$ cat src/rtl/axis_adc_decimator.sv
// Power-of-two boxcar decimator for the two-lane ADC sample stream.
// Sums 2^L consecutive samples per lane and emits the floor-average on an
// AXI4-Stream master. L is sampled at each block start. A change of L in
// the middle of a block discards the partial block.
module axis_adc_decimator #(
  parameter int AXIS_TDATA_WIDTH = 32,
  parameter int MAX_LOG2         = 8
) (
  input  logic                        aclk,
  input  logic                        aresetn,
  input  logic [3:0]                  cfg_log2,
  input  logic [AXIS_TDATA_WIDTH-1:0] s_axis_tdata,
  input  logic                        s_axis_tvalid,
  output logic                        s_axis_tready,
  output logic [AXIS_TDATA_WIDTH-1:0] m_axis_tdata,
  output logic                        m_axis_tvalid,
  input  logic                        m_axis_tready,
  output logic                        sts_overflow
);

  localparam int                ACC_W   = 16 + MAX_LOG2;
  localparam logic [3:0]        MAX_L   = 4'(MAX_LOG2);
  localparam logic [MAX_LOG2:0] ONE_W   = (MAX_LOG2+1)'(1);
  localparam logic [MAX_LOG2-1:0] CNT_ONE = MAX_LOG2'(1);

  logic                          tready_reg;
  logic [MAX_LOG2-1:0]           cnt_reg, cnt_next;
  logic [3:0]                    l_lat_reg, l_lat_next;
  logic signed [ACC_W-1:0]       acc_reg [2];
  logic signed [ACC_W-1:0]       sum_next [2];
  logic signed [ACC_W-1:0]       shifted [2];
  logic [31:0]                   result_next;
  logic [AXIS_TDATA_WIDTH-1:0]   tdata_reg;
  logic                          tvalid_reg;
  logic                          overflow_reg;

  logic [3:0]                    lc;
  logic                          accept;
  logic                          cfg_chg;
  logic                          start;
  logic [3:0]                    eff_l;
  logic [MAX_LOG2-1:0]           eff_cnt;
  logic [MAX_LOG2:0]             mask_wide;
  logic                          block_end;

  assign s_axis_tready = tready_reg;
  assign m_axis_tdata  = tdata_reg;
  assign m_axis_tvalid = tvalid_reg;
  assign sts_overflow  = overflow_reg;

  // Block bookkeeping: a beat starts a fresh block when the counter is idle
  // or when L changed under a partial block. It then uses the new L at once,
  // so L=0 stays a one-beat block even right after a change.
  always_comb begin
    lc        = (cfg_log2 > MAX_L) ? MAX_L : cfg_log2;
    accept    = s_axis_tvalid & tready_reg;
    cfg_chg   = (cnt_reg != '0) && (lc != l_lat_reg);
    start     = (cnt_reg == '0) || cfg_chg;
    eff_l     = start ? lc : l_lat_reg;
    eff_cnt   = start ? '0 : cnt_reg;
    mask_wide = (ONE_W << eff_l) - ONE_W;
    block_end = accept && (eff_cnt == mask_wide[MAX_LOG2-1:0]);

    cnt_next   = cnt_reg;
    l_lat_next = l_lat_reg;
    if (accept) begin
      cnt_next = block_end ? '0 : (eff_cnt + CNT_ONE);
      if (start) l_lat_next = lc;
    end else if (cfg_chg) begin
      cnt_next = '0;
    end
  end

  // Per-lane accumulate and floor-divide by 2^L (arithmetic shift)
  genvar gi;
  generate
    for (gi = 0; gi < 2; gi++) begin : g_lane
      logic signed [15:0]      lane;
      logic signed [ACC_W-1:0] lane_ext;

      assign lane          = s_axis_tdata[16*gi +: 16];
      assign lane_ext      = ACC_W'(lane);
      assign sum_next[gi]  = start ? lane_ext : (acc_reg[gi] + lane_ext);
      assign shifted[gi]   = sum_next[gi] >>> eff_l;
      assign result_next[16*gi +: 16] = shifted[gi][15:0];

      // Accumulator register updates only on accepted beats
      always_ff @(posedge aclk or negedge aresetn) begin
        if (!aresetn) acc_reg[gi] <= '0;
        else if (accept) acc_reg[gi] <= sum_next[gi];
      end
    end
  endgenerate

  // Control state and input ready; ready rises on the first edge after reset
  always_ff @(posedge aclk or negedge aresetn) begin
    if (!aresetn) begin
      tready_reg <= 1'b0;
      cnt_reg    <= '0;
      l_lat_reg  <= '0;
    end else begin
      tready_reg <= 1'b1;
      cnt_reg    <= cnt_next;
      l_lat_reg  <= l_lat_next;
    end
  end

  // Output register: a new result always wins; losing an unaccepted one is sticky
  always_ff @(posedge aclk or negedge aresetn) begin
    if (!aresetn) begin
      tdata_reg    <= '0;
      tvalid_reg   <= 1'b0;
      overflow_reg <= 1'b0;
    end else if (block_end) begin
      tdata_reg  <= AXIS_TDATA_WIDTH'(result_next);
      tvalid_reg <= 1'b1;
      if (tvalid_reg && !m_axis_tready) overflow_reg <= 1'b1;
    end else if (tvalid_reg && m_axis_tready) begin
      tvalid_reg <= 1'b0;
    end
  end

endmodule

$ cat config.mk
export PLATFORM = sky130hd
export DESIGN_NAME = axis_adc_decimator
export DESIGN_NICKNAME = d
export VERILOG_FILES = /design/src/rtl/axis_adc_decimator.sv
export SDC_FILE = /design/constraint.sdc
export NUM_CORES = 1
export LEC_CHECK = 0
export ABC_AREA = 1
export BUFFER_PORTS_ARGS = -buffer_cell sky130_fd_sc_hd__buf_2
export CORE_ASPECT_RATIO = 0.8
export CORE_UTILIZATION = 42
export CTS_CLUSTER_SIZE = 40
export DETAILED_ROUTE_END_ITERATION = 8
export PLACE_DENSITY = 0.6
export RECOVER_POWER = 50
export SLEW_MARGIN = 10
export SYNTH_ARGS = -nofsm -noshare
export SYNTH_HDL_FRONTEND = slang
export SYNTH_SLANG_ARGS = --single-unit
$ cat constraint.sdc
create_clock -name aclk -period 6 [get_ports aclk]
set_input_delay 0.6 -clock aclk [delete_from_list [all_inputs] [get_ports aclk]]
set_output_delay 0.6 -clock aclk [all_outputs]
set_load 0.02 [all_outputs]
# ---- Word level (Yosys, flattened, before mapping)
# Cells that the tools add are included.
dict set report totals {
  output_inout_bits 35
  romBits 0
  elab_cells 40
  ramBits 0
  latch_bits 0
  memories 0
  ff_bits 95
}
dict set report op_classes {
  div 0
  add_sub_neg 4
  magnitude_cmp 1
  eq_ne 2
  n_reduce_logical 11
  mul 0
  muxes 10
  n_bitwise 1
  shift 3
}
# operator n
set op_table {}
lappend op_table {{24-bit by 16-bit adder with 24-bit output} 2}
lappend op_table {{24-bit 2-to-1 mux} 2}
lappend op_table {{24-bit by 4-bit >>> shifter with 16-bit output} 2}
lappend op_table {{8-bit 2-to-1 mux} 4}
lappend op_table {{8-bit by 1-bit adder with 8-bit output, second input constant} 1}
lappend op_table {{8-bit equality test} 1}
lappend op_table {{8-bit zero test} 1}
lappend op_table {{4-bit 2-to-1 mux} 2}
lappend op_table {{8-bit nonzero test} 1}
lappend op_table {{1-bit by 4-bit left shift with 8-bit output, first input constant} 1}
lappend op_table {{8-bit by 1-bit subtractor with 8-bit output, second input constant} 1}
lappend op_table {{4-bit greater-than comparator, second input constant} 1}
lappend op_table {{1-bit logical AND} 4}
lappend op_table {{4-bit != test} 1}
lappend op_table {{2-bit nonzero test} 2}
lappend op_table {{1-bit 2-to-1 mux} 2}
lappend op_table {{2-bit AND reduction} 1}
lappend op_table {{1-bit bitwise AND} 1}
lappend op_table {{1-bit zero test} 1}
lappend op_table {{1-bit logical OR} 1}

# ---- Longest topological paths before layout
dict set report depth {
  depth_word 12
  depth_mapped 20
  ltp_nobuf 20
}

# ---- Least setup slack after synthesis
# OpenSTA, ideal clock, no wires.
dict set report synth_timing {
  path_type {input -> register}
  start {in cfg_log2[3]}
  end {reg tdata_reg[16], in the netlist m_axis_tdata[16]}
  setup_time_ns 0.122
  arrival_time_ns 2.666
  t_required_ns 5.878
  setup_slack_ns 3.213
  stages 17
  path_cell_list {buf_6 -> nor2_1 -> clkbuf_1 -> nand3_1 -> ha_1 -> o211ai_1 -> xnor2_1 -> inv_1 -> nand2_1 -> nand3_1 -> nor2_1 -> nand2_1 -> nor2_4 -> inv_2 -> buf_6 -> nor2_1 -> a21oi_1}
}
dict set report synth_between {
  elab_chain_cells 10
}
# item line_no
set synth_lines {}
lappend synth_lines {{start, declared} 11} ;# input logic [3:0] cfg_log2,
lappend synth_lines {{4-bit greater-than comparator} 55} ;# lc = (cfg_log2 > MAX_L) ? MAX_L : cfg_log2;
lappend synth_lines {{4-bit 2-to-1 mux *} 55}
lappend synth_lines {{4-bit != test} 57} ;# cfg_chg = (cnt_reg != '0) && (lc != l_lat_reg);
lappend synth_lines {{1-bit logical AND} 57}
lappend synth_lines {{1-bit logical OR} 58} ;# start = (cnt_reg == '0) || cfg_chg;
lappend synth_lines {{4-bit 2-to-1 mux} --}
lappend synth_lines {{1-bit by 4-bit left shift with 8-bit output} 61} ;# mask_wide = (ONE_W << eff_l) - ONE_W;
lappend synth_lines {{8-bit by 1-bit subtractor with 8-bit output} 61}
lappend synth_lines {{8-bit equality test} 62} ;# block_end = accept && (eff_cnt == mask_wide[MAX_LOG2-1:0]);
lappend synth_lines {{1-bit logical AND} 62}
lappend synth_lines {{end signal, assigned} 115} ;# tdata_reg <= AXIS_TDATA_WIDTH'(result_next);
lappend synth_lines {{end, declared} 33} ;# logic [AXIS_TDATA_WIDTH-1:0] tdata_reg;
# Every way passes the cells marked *; elsewhere a longest branch is shown, timed or not.
# A chain may end at the register's enable or synchronous reset.

# ---- Final worst setup path
dict set report layout_timing {
  start {reg tready_reg, in the netlist s_axis_tready}
  end {reg acc_reg[41] (netlist bit)}
}
dict set report layout_between {
  elab_chain_cells 1
}
# item line_no
set layout_lines {}
lappend layout_lines {{start, declared} 26} ;# logic tready_reg;
lappend layout_lines {{start signal, assigned} 98} ;# tready_reg <= 1'b0;
lappend layout_lines {{start signal, assigned} 102} ;# tready_reg <= 1'b1;
lappend layout_lines {{1-bit bitwise AND} 56} ;# accept = s_axis_tvalid & tready_reg;
lappend layout_lines {{end signal, assigned by index} 90} ;# else if (accept) acc_reg[gi] <= sum_next[gi];
lappend layout_lines {{end, declared} 29} ;# logic signed [ACC_W-1:0] acc_reg [2];
# Every way passes these cells.

==> results.json <==
{
  "synthCells": 1711,
  "yosys_warnings": 0,
  "synth_flop_cell": "dfrtp_1",
  "cts_tree": "built",
  "cap_violations": 3,
  "critical_path_arrival_ns": 4.28,
  "timing.rr.start": "s_axis_tready",
  "gp_congestion": 0.9562,
  "h-tree-depth": 3,
  "fillers": 2581,
  "largest_reg_flops": 48,
  "max_freq_ghz": 0.2422,
  "grt_usage_pct": 28.06,
  "drtIter0Drc": 1043,
  "syn_avg_cell_area_sq_um": 5.798,
  "holdPathStages": 1,
  "cts_resized": 0,
  "die_x_um": 173.8,
  "drive_gt1_share_pct": 5.489,
  "ys_seq_elements": 95,
  "firstDrtPassIters": 5,
  "min_period_over_period_pct": 68.81,
  "drt-vias-per-instance": 5.327,
  "intPower_w": 0.001324,
  "antenna_found_initial": 0,
  "rr_worst_depth": 5,
  "leakagePower_nw": 5.966,
  "crit_required_ns": 6.15,
  "cts_buffers": 9,
  "yosys.cell_types.count": 37,
  "clock_tree.root_cell": "clkbuf_16",
  "max_slew_margin_pct": -58.87,
  "clkSinkCount": 95,
  "dpl_worst_slack_ns": 1.888,
  "dp_hpwl_mm": 26.31,
  "critPathMaxFanout": 62,
  "synthesis.nets": 1801,
  "power.share.switching_pct": 44.46,
  "syn_area_sq_um": 9921,
  "hold_buffers": 0,
  "tightest_slew_ns": 2.383,
  "critPathKind": "reg2reg",
  "num_vias": 10950,
  "clockPowerShare_pct": 24.6,
  "crit_chain": "nand2_2 > clkbuf_1 > inv_2 > nor2_1 > a31oi_1",
  "rows": 49,
  "io_buffers": 74,
  "grt_overflow": 0,
  "r2r_slack_ns": 1.87,
  "hold_path.class": "reg2reg",
  "combPwrFrac_pct": 44.6,
  "hp-start": "sts_overflow",
  "crit_slowest_cell": "clkbuf_1",
  "synth-edff-count": 0,
  "ir_worst_vdd_uv": 128.2,
  "antenna_cells": 0,
  "powerDensity_nw_per_um2": 223.9,
  "cp-start-kind": "flip-flop",
  "rsz0062_at_grt": "no",
  "ys_async_sr_fraction_pct": 100.0,
  "setup_viol": 0,
  "synth-seq-area-share_pct": 23.96,
  "hold_viol_final": 0,
  "violations": "capacitance limit, slew limit",
  "die_area_sq_um": 24240,
  "grt_pass1_vias": 10250,
  "status": "finished, violations left",
  "grt_max_degree": 63,
  "wl_per_cell_um": 16.34,
  "start_util_pct": 43.50,
  "cpPeakStageDelay_ns": 1.57,
  "p_sw_w": 0.001060,
  "fin_tns_setup_ns": 0,
  "route.detailed.drc": 0,
  "fin_nets": 1834,
  "p_seq_share_pct": 30.8,
  "fin_ws_ns": 1.872,
  "ant_nets": 0,
  "ios": 75,
  "r2r-end": "acc_reg[41]",
  "whs_endpoint": "sts_overflow",
  "post_cts_buffers": 0,
  "path_clk_slew_ns": 0.08,
  "period_minus_slack_ns": 4.128,
  "core_area_sq_um": 22810,
  "clk_latency_ns": 0.37,
  "syn2layout_area_growth_pct": 7.353,
  "slew_viol_final": 145,
  "skew_ns": 0.01229,
  "grt_pass1_wl_mm": 53.83,
  "clk_path_buf_depth": 2,
  "die_h_um": 139.5,
  "endpoint_kind": "flip-flop",
  "drt_wl_total_mm": 33.58
}
[placed cells by master (no fill, tap or decap), types with 3 or more instances in the layout]
cell / n
buf_2: 38
dfrtp_1: 95
nand2_2: 15
nand3b_1: 11
nor2_1: 127
xnor2_1: 13
a31oi_1: 20
clkbuf_1: 38
o21ai_0: 31
ha_1: 48
nand2_4: 3
nand3_1: 315
inv_2: 6
inv_1: 219
xor2_1: 11
buf_4: 8
inv_6: 3
nand2_1: 622
o21ai_1: 14
clkbuf_16: 9
nand4_1: 22
a21oi_1: 56
[power by group through the flow]
stage          sequential (W)  clock (W)  combinational [W]
4_1_cts              0.000733   0.000601            0.00106
6_report             0.000734   0.000587            0.00106
5_1_grt              0.000739   0.000621            0.00121
3_5_place_dp         0.000745          0            0.00105
3_3_place_gp         0.000744          0            0.00105
2_1_floorplan        0.000732          0           0.000785
[kinds of logic (layout without fill, tap and decap cells)]
group / after synthesis / count (layout) / share of synthesized area, %
simple gates: 1129 / 1129 / 48.91
buf+inv: 288 / 326 / 11.91
compound gates: 124 / 124 / 6.609
flops: 95 / 95 / 23.96
fa+ha+maj: 50 / 50 / 6.457
xor+xnor: 24 / 24 / 2.119
other cells: 1 / 1 / 0.03780
[worst max-delay path: cells and delay by family (launching register included)]
family | cells | cell delay (ns)
AO/OA/AOI/OAI | 1 | 0.17
buffers and inverters | 2 | 2.71
flip-flops | 1 | 0.40
AND/OR/NAND/NOR | 2 | 0.59
[worst max path at each step]
stage | endpoint | start | slack, ns
6_report | acc_reg[41] | s_axis_tready | 1.87
5_1_grt | cnt_reg[7] | s_axis_tready | 1.46
4_1_cts | m_axis_tdata[8] | cfg_log2[3] | 2.26
3_5_place_dp | m_axis_tdata[8] | cfg_log2[3] | 1.89
3_3_place_gp | m_axis_tdata[8] | cfg_log2[3] | 1.90
2_1_floorplan | m_axis_tdata[16] | cfg_log2[3] | 3.21
[routing by layer]
| layer | global-route usage, % | wire (um) | share of wire (%) |
|---|---|---|---|
| met1 | 37.98 | 15710 | 47 |
| met3 | 2.705 | 1390 | 4.1 |
| met4 | 9.788 | 972 | 2.9 |
| met2 | 46.65 | 15500 | 46 |
| met5 | 0 | 0 | 0 |
[cell type report]
class                           instances  area (sq um)  area share, %
Inverter                              226         850.8          7.989
Tap cell                              306         382.9          3.595
Clock buffer                           10         229.0          2.150
Timing Repair Buffer                   84         394.1          3.701
Clock inverter                          6         51.30         0.4817
Sequential cell                        95          2377          22.32
Multi-Input combinational cell       1328          6365          59.76
[per-stage QoR]
step	instances	area [sq um]	total power [W]	hold WS, ns	util, %
floorplan	1711	9921	0.001517	0.3044	-
global route	2055	10650	0.002565	0.4827	46.70
CTS	2055	10700	0.002391	0.2497	46.93
finish	2055	10650	0.002385	0.4669	46.70
detailed placement	2039	10420	0.001796	0.4546	45.70
global placement	2039	10420	0.001792	0.4542	45.70
[synth_stat cells (2+ instances only)]
| cell | count | share of area (%) |
|---|---|---|
| and2_1 | 2 | 0.13 |
| nor4_1 | 2 | 0.13 |
| ha_1 | 48 | 6.1 |
| or2_2 | 2 | 0.13 |
| nor2_4 | 2 | 0.23 |
| nand2_2 | 14 | 0.88 |
| a31oi_1 | 20 | 1.3 |
| a21oi_1 | 56 | 2.8 |
| xnor2_1 | 13 | 1.1 |
| o21ai_0 | 31 | 1.6 |
| nand2_1 | 623 | 24 |
| inv_2 | 6 | 0.23 |
| xor2_1 | 11 | 0.97 |
| nand4_1 | 22 | 1.4 |
| nor2_1 | 127 | 4.8 |
| nor3_1 | 2 | 0.10 |
| dfrtp_1 | 95 | 24 |
| buf_6 | 7 | 0.79 |
| o21ai_1 | 14 | 0.71 |
| fa_1 | 2 | 0.40 |
| buf_1 | 19 | 0.72 |
| buf_2 | 12 | 0.61 |
| inv_1 | 219 | 8.3 |
| clkbuf_1 | 16 | 0.61 |
| nand3_1 | 315 | 16 |
| buf_4 | 8 | 0.61 |
| nand3b_1 | 11 | 0.83 |
| nand2_4 | 3 | 0.34 |
Power figures use the tool's default switching activity.
